File: src/rtl/press_classifier.sv
// press_classifier: classifies debounced button presses as short, long or double.
// Optional feature macro: PRESS_REPEAT_EN (long_tick auto-repeat while held after a long press).
// Ports: clk, reset_n (async active-low), level (debounced, 1 = pressed),
//        short_tick / long_tick / double_tick (one-cycle pulses), press_count (saturating), busy.
// Latency: all outputs registered; timer-driven ticks arrive N*TICK_DIV+1 cycles after state entry.
module press_classifier #(
  parameter int TICK_DIV = 100_000,
  parameter int LONG_MS  = 800,
  parameter int GAP_MS   = 250,
  parameter int MS_W     = 16
) (
  input  logic       clk,
  input  logic       reset_n,
  input  logic       level,
  output logic       short_tick,
  output logic       long_tick,
  output logic       double_tick,
  output logic [7:0] press_count,
  output logic       busy
);

  localparam int PS_W = $clog2(TICK_DIV);
  localparam logic [PS_W-1:0] PS_LAST  = PS_W'(TICK_DIV - 1);
  localparam logic [MS_W-1:0] LONG_CNT = MS_W'(LONG_MS);
  localparam logic [MS_W-1:0] GAP_CNT  = MS_W'(GAP_MS);

  localparam logic [2:0] S_IDLE   = 3'd0;
  localparam logic [2:0] S_PRESS1 = 3'd1;
  localparam logic [2:0] S_GAP    = 3'd2;
  localparam logic [2:0] S_PRESS2 = 3'd3;
  localparam logic [2:0] S_HELD   = 3'd4;

  logic [2:0]      state, state_nxt;
  logic [PS_W-1:0] prescaler;
  logic [MS_W-1:0] ms_cnt;
  logic            short_nxt, long_nxt, double_nxt;
  logic            restart;   // clears the timebase without a state change

`ifdef PRESS_REPEAT_EN
  // Set only when HELD was reached from a single long press; a long-held
  // double press or a button held through reset never auto-repeats.
  logic repeat_ok;

  always_ff @(posedge clk or negedge reset_n) begin
    if (!reset_n) begin
      repeat_ok <= 1'b0;
    end else begin
      repeat_ok <= (state_nxt == S_HELD) &&
                   ((state == S_PRESS1) || repeat_ok);
    end
  end
`endif

  // Level changes are tested before timer expiry so they win on a tie.
  always_comb begin
    state_nxt  = state;
    short_nxt  = 1'b0;
    long_nxt   = 1'b0;
    double_nxt = 1'b0;
    restart    = 1'b0;
    case (state)
      S_IDLE: begin
        if (level) state_nxt = S_PRESS1;
      end
      S_PRESS1: begin
        if (!level) begin
          state_nxt = S_GAP;
        end else if (ms_cnt == LONG_CNT) begin
          state_nxt = S_HELD;
          long_nxt  = 1'b1;
        end
      end
      S_GAP: begin
        if (level) begin
          state_nxt = S_PRESS2;
        end else if (ms_cnt == GAP_CNT) begin
          state_nxt = S_IDLE;
          short_nxt = 1'b1;
        end
      end
      S_PRESS2: begin
        if (!level) begin
          state_nxt  = S_IDLE;
          double_nxt = 1'b1;
        end else if (ms_cnt == LONG_CNT) begin
          state_nxt  = S_HELD;
          double_nxt = 1'b1;
        end
      end
      S_HELD: begin
        if (!level) begin
          state_nxt = S_IDLE;
        end
`ifdef PRESS_REPEAT_EN
        else if (repeat_ok && (ms_cnt == GAP_CNT)) begin
          long_nxt = 1'b1;
          restart  = 1'b1;
        end
`else
        // Without auto-repeat HELD only waits for the release.
`endif
      end
      default: state_nxt = S_IDLE;
    endcase
  end

  always_ff @(posedge clk or negedge reset_n) begin
    if (!reset_n) begin
      state       <= S_HELD;
      prescaler   <= '0;
      ms_cnt      <= '0;
      short_tick  <= 1'b0;
      long_tick   <= 1'b0;
      double_tick <= 1'b0;
      press_count <= 8'd0;
      busy        <= 1'b1;
    end else begin
      state       <= state_nxt;
      short_tick  <= short_nxt;
      long_tick   <= long_nxt;
      double_tick <= double_nxt;
      busy        <= (state_nxt != S_IDLE);

      // Every state change (or repeat) restarts the millisecond timebase.
      if ((state_nxt != state) || restart) begin
        prescaler <= '0;
        ms_cnt    <= '0;
      end else if (prescaler == PS_LAST) begin
        prescaler <= '0;
        if (ms_cnt != {MS_W{1'b1}}) ms_cnt <= ms_cnt + MS_W'(1);
      end else begin
        prescaler <= prescaler + PS_W'(1);
      end

      if ((short_nxt || long_nxt || double_nxt) && (press_count != 8'hFF))
        press_count <= press_count + 8'd1;
    end
  end

endmodule

File: config.mk
export PLATFORM = sky130hd
export DESIGN_NAME = press_classifier
export DESIGN_NICKNAME = d
export VERILOG_FILES = /design/src/rtl/press_classifier.sv
export SDC_FILE = /design/constraint.sdc
export NUM_CORES = 1
export LEC_CHECK = 0
export BUFFER_PORTS_ARGS = -buffer_cell sky130_fd_sc_hd__buf_2
export CAP_MARGIN = 20
export CORE_ASPECT_RATIO = 1.4
export CORE_UTILIZATION = 35
export CTS_CLUSTER_DIAMETER = 50
export DETAILED_ROUTE_END_ITERATION = 8
export PLACE_DENSITY = 0.52
export SYNTH_ARGS = -nofsm -noshare
export SYNTH_HDL_FRONTEND = slang
export SYNTH_SLANG_ARGS = --single-unit
File: constraint.sdc
create_clock -name clk -period 2.1 [get_ports clk]
set_input_delay 0.105 -clock clk [delete_from_list [all_inputs] [get_ports clk]]
set_output_delay 0.105 -clock clk [all_outputs]
set_load 0.02 [all_outputs]
After elaboration in Yosys (flattened, before gate mapping)
Cells that the tools add are included.
{ "op_classes": {"reduce_logical": 8, "addsub": 3, "eq_ne": 10, "muxes": 21} }
{ "op_table": {"columns": ["op", "count"], "rows": [
  ["two-way mux 16 bit", 3],
  ["two-way mux 17 bit", 2],
  ["two-way mux 3 bit", 7],
  ["adder 17 x 1 -> 17 bit, second input constant", 1],
  ["== test 17 bit, second input constant", 1],
  ["adder 16 x 1 -> 16 bit, second input constant", 1],
  ["== test 16 x 10 -> 1 bit, second input constant", 1],
  ["== test 16 x 8 -> 1 bit, second input constant", 1],
  ["inequality test 16 bit, second input constant", 1],
  ["one-hot mux 3 bit (5 select lines)", 1],
  ["adder 8 x 1 -> 8 bit, second input constant", 1],
  ["two-way mux 1 bit", 8],
  ["inequality test 8 bit, second input constant", 1],
  ["== test 3 x 2 -> 1 bit, second input constant", 2],
  ["nonzero test 2 bit", 2],
  ["== test 3 x 1 -> 1 bit, second input constant", 1],
  ["== test 3 bit, second input constant", 1],
  ["zero test 3 bit", 1],
  ["inequality test 3 bit", 1],
  ["nonzero test 3 bit", 1],
  ["logical OR 1 bit", 2],
  ["AND reduction 2 bit", 1],
  ["logical AND 1 bit", 1]
]} }
{ "word_totals": {"reg_bits": 48, "output_inout_bits": 12} }

Logic depth before layout (Yosys ltp)
Gate-level depths: netlist (run 1).
{ "logic_depth": {"ltp_word": 7, "depth_mapped": 8} }

Worst setup path before layout (run 1)
Ideal clock, no wire load.
{ "synth_timing": {"path_type": "reg-to-reg", "startpoint": "register ms_cnt[0]", "endpoint": "register prescaler[15]", "setup_ns": 0.119, "path_buffers": 1, "path_slack_ns": 0.165, "arrival_time_ns": 1.816, "t_required_ns": 1.981, "stages_incl_launch_ff": 9, "path_cell_list": "dfrtp_1 inv_1 ha_1 nor4bb_1 nand4_2 o21a_2 o21ai_4 buf_4 nor2_1"} }
{ "synth_via": {"elab_chain_cells": 6} }
{ "synth_lines": {"columns": ["element", "line", "source"], "rows": [
  ["start, declared", "35", "logic [MS_W-1:0] ms_cnt;"],
  ["start signal, assigned", "130", "if (ms_cnt != {MS_W{1'b1}}) ms_cnt <= ms_cnt + MS_W'(1);"],
  ["== test 16 x 10 -> 1 bit or == test 16 x 8 -> 1 bit (tied branches)", "68, 85, 76", null],
  ["two-way mux 3 bit (on tied branches)", "68, 85, 76", null],
  ["two-way mux 3 bit (on tied branches)", "82, 66, 74", null],
  ["one-hot mux 3 bit (5 select lines) *", "61", "case (state)"],
  ["inequality test 3 bit *", "125", "if ((state_nxt != state) || restart) begin"],
  ["two-way mux 17 bit *", "125", null],
  ["end signal, assigned", "132", "prescaler <= prescaler + PS_W'(1);"],
  ["end, declared", "34", "logic [PS_W-1:0] prescaler;"]
]} }
Mark *: on every way between the ends. The rest lies on a longest branch, timed or not.
A chain may end at the register's enable or synchronous reset.

Worst setup path in the final report (run 1)
{ "layout_timing": {"startpoint": "register ms_cnt[2]", "endpoint": "register press_count[6]"} }
{ "layout_via": {"elab_chain_cells": 7} }
{ "layout_lines": {"columns": ["element", "line", "source"], "rows": [
  ["== test 16 x 8 -> 1 bit or == test 16 x 10 -> 1 bit (tied branches)", "76, 68, 85", null],
  ["two-way mux 1 bit (on tied branches)", "76, 68, 85", null],
  ["two-way mux 1 bit (on tied branches)", "74, 66", null],
  ["two-way mux 1 bit", "61", null],
  ["logical OR 1 bit", "135", "if ((short_nxt || long_nxt || double_nxt) && (press_count != 8'hFF))"],
  ["logical OR 1 bit *", "135", null],
  ["logical AND 1 bit *", "135", null],
  ["end signal, assigned", "136", "press_count <= press_count + 8'd1;"],
  ["end, declared", "18", "output logic [7:0] press_count,"]
]} }
Marks and branches as above.

==> results of run 1 <==
worst max-delay path: stages, from the launching register on:
cell and delay [ns]:
dfrtp_1 0.48, nor3_1 0.39, nand4_4 0.18, o32ai_4 0.40, o2111ai_2 0.15, mux2_4 0.32
per-stage QoR:
stage | instances | instance area (µm²) | worst slack (ns) | TNS, ns | total power [mW]
2_1_floorplan | 260 | 2670 | 0.165 | 0 | 1.20
3_3_place_gp | 384 | 2980 | 0.0966 | 0 | 1.31
3_5_place_dp | 384 | 2980 | 0.0566 | 0 | 1.31
4_1_cts | 393 | 3110 | 0.0539 | 0 | 2.04
5_1_grt | 393 | 3140 | -0.0117 | -0.0117 | 2.10
6_report | 393 | 3140 | 0.0859 | 0 | 2.00
power by group:
part           internal [mW]  switching, mW
sequential             0.977         0.0523
clock                  0.390          0.327
combinational         0.0993          0.158
layout by cell type (no fill, tap or decap), types with 2 or more instances in the layout:
cell,count
a21oi_1,15
and3_1,13
and4_1,6
buf_12,2
buf_2,14
buf_4,20
clkbuf_8,6
dfrtp_1,46
dfstp_2,2
ha_1,5
inv_1,7
mux2_1,2
nand2_1,9
nand2b_1,3
nand3_1,22
nand4_1,5
nand4_4,2
nor2_1,25
nor3_1,6
nor3_2,3
nor4_1,2
nor4_2,2
o211ai_1,4
o21ai_0,3
o31ai_1,9
o41ai_1,4
or3_1,3
or4_1,12
xnor2_1,10
xor2_1,10
metal layers:
| metal | vias to the layer above | GRT usage | share of wire |
|---|---|---|---|
| met5 | - | 0 | 0 |
| met4 | 0 | 0.0450 | 0.019 |
| met3 | 9 | 0.0296 | 0.026 |
| met2 | 42 | 0.269 | 0.53 |
| met1 | 1065 | 0.186 | 0.42 |
| li1 | 1045 | - | - |
how the worst min path moves through the flow:
stage	from	end	slack, ns	depth (start not counted)
4_1_cts	level	state[0]	0.10	3
6_report	level	state[0]	0.11	3
3_3_place_gp	reset_n	press_count[2]	0.07	1
5_1_grt	level	state[0]	0.13	3
2_1_floorplan	reset_n	double_tick	-0.19	0
3_5_place_dp	reset_n	press_count[3]	0.07	1
cell usage after synthesis (all sizes together) (6+ instances only):
master	instances	area share
a21oi	15	0.028
nor3	9	0.023
nand2	9	0.013
o31ai	9	0.025
nor2	26	0.039
buf	8	0.024
and3	15	0.038
nand3	22	0.041
xor2	10	0.033
o21ai	6	0.017
nand4	8	0.029
and4	6	0.020
inv	8	0.011
or4	12	0.034
xnor2	10	0.033
dfrtp	46	0.43
registers in the layout (all words and copies together) (netlist names):
register     count
prescaler       17
press_count      8
state            3
busy             1
short_tick       1
ms_cnt          16
long_tick        1
double_tick      1
cell type report:
| cell class | instances | area [µm²] | share of cell area |
|---|---|---|---|
| Clock buffer | 6 | 82.6 | 0.0263 |
| Clock inverter | 2 | 38.8 | 0.0124 |
| Inverter | 8 | 30.0 | 0.00957 |
| Multi-Input combinational cell | 195 | 1390 | 0.444 |
| Sequential cell | 48 | 1200 | 0.383 |
| Tap cell | 97 | 121 | 0.0387 |
| Timing Repair Buffer | 37 | 270 | 0.0861 |
kinds of logic (layout without fill, tap and decap cells):
family | Yosys count | in the layout | synth area share
XOR/XNOR | 20 | 20 | 0.0657
flip-flops | 48 | 48 | 0.451
adder cells (fa/ha/maj) | 5 | 5 | 0.0235
AO/OA/AOI/OAI | 46 | 46 | 0.129
buffers and inverters | 17 | 53 | 0.0371
multiplexers | 3 | 3 | 0.0141
AND/OR/NAND/NOR | 121 | 121 | 0.279
timing repair:
action / 4_1_cts / 5_1_grt
hold buffers: 1 / 0
setup endpoints to repair: 0 / 12
endpoints found under the hold margin: 17 / 0
gates resized for setup: 0 / 6
==> reports/qor.csv, run 1 <==
metric;value;unit
status;finished, final reports clean;
yosysSeqAreaShare;0.451;
synth_cell_types;49;
drtIter0Drc;136;
postCtsSetupBuffers;0;
critical_path_arrival;2.21;ns
vias_per_cell;5.50;
grt_pass1_vias;1999;
die_h;105;µm
hpwlAfterDp;4110;µm
synth_warnings;0;
period_needed;2.01;ns
syn2layout_area_growth;17.7;%
grt.overflow.total;0;
post-route-period-util;0.959;
path_class;reg2reg;
leakagePower;1.35;nW
cts_tree;built;
diodes;0;
rrSetupSlack;0.09;ns
syn_area;2670;µm²
ant_nets;0;
grt_start_max_net_pins;32;
dieArea;7980;µm²
synth.ff_latch_count;48;
setup_violations;0;
clk_pin_slew;0.10;ns
syn_area_per_cell;10.3;µm²
vias;2161;
cts_sinks;48;
cts_htree_levels;2;
grt_pass1_wl;9430;µm
clock-skew-final;0.0164;ns
drive_above_1_share;0.226;
ios;15;
wl;5770;µm
nets;303;
slew_viol_final;0;
vdd_drop_max;0.406;mV
final_hold_viol_count;0;
netlist_instances;260;
design.core.area;7360;µm²
n_fill_cell;713;
synth_nets;268;
setup.worst_path.start;ms_cnt[2];
start_util;0.362;
cp-start-kind;flip-flop;
die_x;75.8;µm
end_kind;flip-flop;
regToRegEndpoint;press_count[6];
track_usage;0.154;
hold_slack;0.113;ns
cp_max_fo;8;
globalplace.congestion;0.807;
worstMarginPinSlew;0.497;ns
r2r_start;ms_cnt[2];
hold_path_class;in2reg;
maxCapViolations;0;
clk_latency;0.31;ns
clk_path_buf_depth;2;
max_freq;496;MHz
row_count;37;
ys.flop_type;dfrtp_1;
drc_errors;0;
numCtsBuffers;5;
antenna_found_initial;0;
slew_headroom;0.667;
synth_edf_count;0;
async_flop_share;1.00;
cts_root_buffer;clkbuf_8;
drt-pass1-iter-count;4;
reg2reg_depth;5;
final_util;0.426;
powerDensity;638;nW/µm²
cp-endpoint;press_count[6];
cp.required;2.30;ns
wire_per_inst;14.7;µm
portBuffers;14;
Note: power is estimated with default switching activity, not from simulation.
==> inputs of run 2 (changes only) <==
- ABC_AREA: unset -> 1
- PLACE_DENSITY: 0.52 -> 0.51
==> reports/qor.csv, run 2 <==
metric;value;unit;change
die_x;82.6;µm;+9.0%
synth.ff_latch_count;48;;unchanged
diodes;0;;unchanged
layout.cells.non_filler;523;;+33%
largest_reg_flops;17;;unchanged
leakagePower;1.53;nW;+14%
setup_violations;0;;unchanged
design.core.area;8710;µm²;+18%
slew_headroom;0.581;;-0.0855
crit_chain;inv_1 -> ha_1 -> inv_1 -> nor2_1 -> nand2_1 -> nor2_2 -> nand2_2 -> nand2_4 -> nand3_2 -> nand2_1 -> nand2_1 -> nand3_4 -> buf_12 -> nor2_4;;
status;finished, final reports clean;;
hold_slack;0.197;ns;+0.0837 ns
cts_htree_levels;2;;unchanged
slew_viol_final;0;;unchanged
finalPower;3.24;mW;+62%
clk_latency;0.29;ns;-0.02 ns
grt_pass1_wl;11000;µm;+16%
die_h;115;µm;+9.1%
antenna_found_initial;0;;unchanged
row_count;40;;+8.1%
layout_commonest_cell;nand2_1;;
final_cell_mix;99 x nand2_1, 47 x inv_1, 46 x dfrtp_1;;
numCtsBuffers;5;;unchanged
vias;2469;;+14%
track_usage;0.151;;-0.00347
globalplace.congestion;0.823;;+1.9%
hpwlAfterDp;4660;µm;+13%
cts_sinks;48;;unchanged
cp_top_family;simple AND/OR/NAND/NOR gates;;
synth_cell_types;37;;-24%
ios;15;;unchanged
cp-start-kind;flip-flop;;
met1_length;2670;µm;+9.0%
ant_nets;0;;unchanged
cp_max_fo;13;;+5
worst_path_max_delay_cell;dfrtp_1;;
synthTopCellsByCount;99 x nand2_1, 47 x inv_1, 46 x dfrtp_1;;
synth.area.top_cells;dfrtp_1 36%, nand2_1 12%, nor2_4 11%;;
rsz0062_at_grt;no;;
syn_area_per_cell;8.10;µm²;-21%
nets;425;;+40%
powerDensity;907;nW/µm²;+42%
grt_start_max_net_pins;49;;+53%
cp.required;2.28;ns;-0.02 ns
yosysSeqAreaShare;0.378;;-0.0734
post-synth-top-count-cell;nand2_1;;
dpl.cell_count;514;;+34%
postCtsSetupBuffers;0;;unchanged
grt_pass1_vias;2472;;+24%
portBuffers;14;;unchanged
worstMarginPinSlew;0.628;ns;+0.131 ns
final_hold_viol_count;0;;unchanged
synth_warnings;0;;unchanged
netlist_instances;393;;+51%
start_util;0.366;;+0.00343
synth_edf_count;0;;unchanged
wire_per_inst;11.7;µm;-20%
clk_pin_slew;0.07;ns;-0.03 ns
syn2layout_area_growth;12.3;%;
ys.flop_type;dfrtp_1;;
dr.max_layer_used;met4;;
dr_wl_met2;3220;µm;+4.9%
placed_cell_area;3390;µm²;+14%
synth.top_cell.area_share;0.361;;-0.0702
drt-pass1-iter-count;4;;unchanged
wl_met3;113;µm;-25%
vias_per_cell;4.72;;-14%
critical_path_arrival;2.08;ns;-0.13 ns
path_class;reg2reg;;
async_flop_share;1.00;;unchanged
top_regs;prescaler: 17 flops, ms_cnt: 16 flops, press_count: 8 flops;;
syn_area;3180;µm²;+19%
critPathMaxStageDelay;0.42;ns;-0.06 ns
hold_path_class;in2reg;;
worst_path_most_repeated_cell;nand2_1;;
end_kind;flip-flop;;
vdd_drop_max;0.521;mV;+28%
dieArea;9490;µm²;+19%
max_freq;525;MHz;+5.7%
drtIter0Drc;96;;-29%
setup_tns;0;ns;unchanged
period_needed;1.91;ns;-0.109 ns
worst-path-buf-inv;3;;+3
synth_area_leader_cell;dfrtp_1;;
post-route-period-util;0.907;;-0.0518
drive_above_1_share;0.237;;+0.0105
stdcell_area;3570;µm²;+14%
synth_nets;401;;+50%
drc_errors;0;;unchanged
cts_tree;built;;
clk_path_buf_depth;2;;unchanged
wl;6120;µm;+6.0%
clock-skew-final;0.0100;ns;-0.00638 ns
maxCapViolations;0;;unchanged
grt.overflow.total;0;;unchanged
top_register;prescaler;;
cts_root_buffer;clkbuf_16;;
[run 2: cell types whose count changed in the layout (fill, tap and decap cells not counted), moves of 9 or more]
cell	delta
nand2_1	+90
nand3_1	+9
buf_4	-16
nor2_4	+30
o21ai_0	+9
a21oi_1	-14
or4_1	-12
and3_1	-13
inv_1	+40
nor2_2	+9
[run 2: cell type report]
| type | instances | area (µm²) |
|---|---|---|
| Sequential cell | 48 | 1200 |
| Inverter | 53 | 201 |
| Clock inverter | 3 | 46.3 |
| Fill cell | 933 | 5130 |
| Tap cell | 105 | 131 |
| Multi-Input combinational cell | 287 | 1700 |
| Clock buffer | 5 | 125 |
| Timing Repair Buffer | 22 | 170 |
[run 2: metal layers]
layer	vias up	global-route usage
met5	-	0
met4	0	0.0575
met3	8	0.0286
met2	21	0.264
met1	1150	0.178
li1	1290	-
[run 2: worst min-delay path: stages]
cell and delay [ns]:
buf_2 0.16, nand2_1 0.08, nand2_1 0.06, inv_1 0.05
[run 2: per-stage QoR]
| step | utilization | setup WS (ns) |
|---|---|---|
| floorplan | - | 0.411 |
| global placement | 0.390 | 0.197 |
| detailed placement | 0.390 | 0.186 |
| CTS | 0.410 | 0.165 |
| global route | 0.410 | 0.000931 |
| finish | 0.410 | 0.195 |
[run 2: worst paths after layout]
path	slack, ns	from	to	cells after the start
worst max-delay path	0.19	ms_cnt[0]	prescaler[12]	14
worst min register to register	0.56	press_count[0]	press_count[0]	1
worst max register to register	0.19	ms_cnt[0]	prescaler[12]	14
worst min-delay path	0.20	level	double_tick	4
min in group asynchronous	0.44	reset_n	ms_cnt[9]	3
max in group asynchronous	1.22	reset_n	prescaler[2]	3
[run 2: power breakdown]
group          switching (mW)  internal [mW]
Combinational           0.800          0.397
Sequential             0.0940           1.03
Clock                   0.359          0.566
[run 2: what timing repair did]
action,CTS,global route
hold buffers,1,0
resized for setup,0,0
hold endpoints to repair,46,0
[run 2: logic make-up (layout without fill, tap and decap cells)]
family	after synthesis	after routing	share of synthesized area
AO/OA/AOI/OAI	20	20	0.0362
XOR/XNOR	16	16	0.0440
adder cells (fa/ha/maj)	5	5	0.0196
buffers and inverters	58	83	0.0892
flip-flops	48	48	0.378
AND/OR/NAND/NOR	246	246	0.433
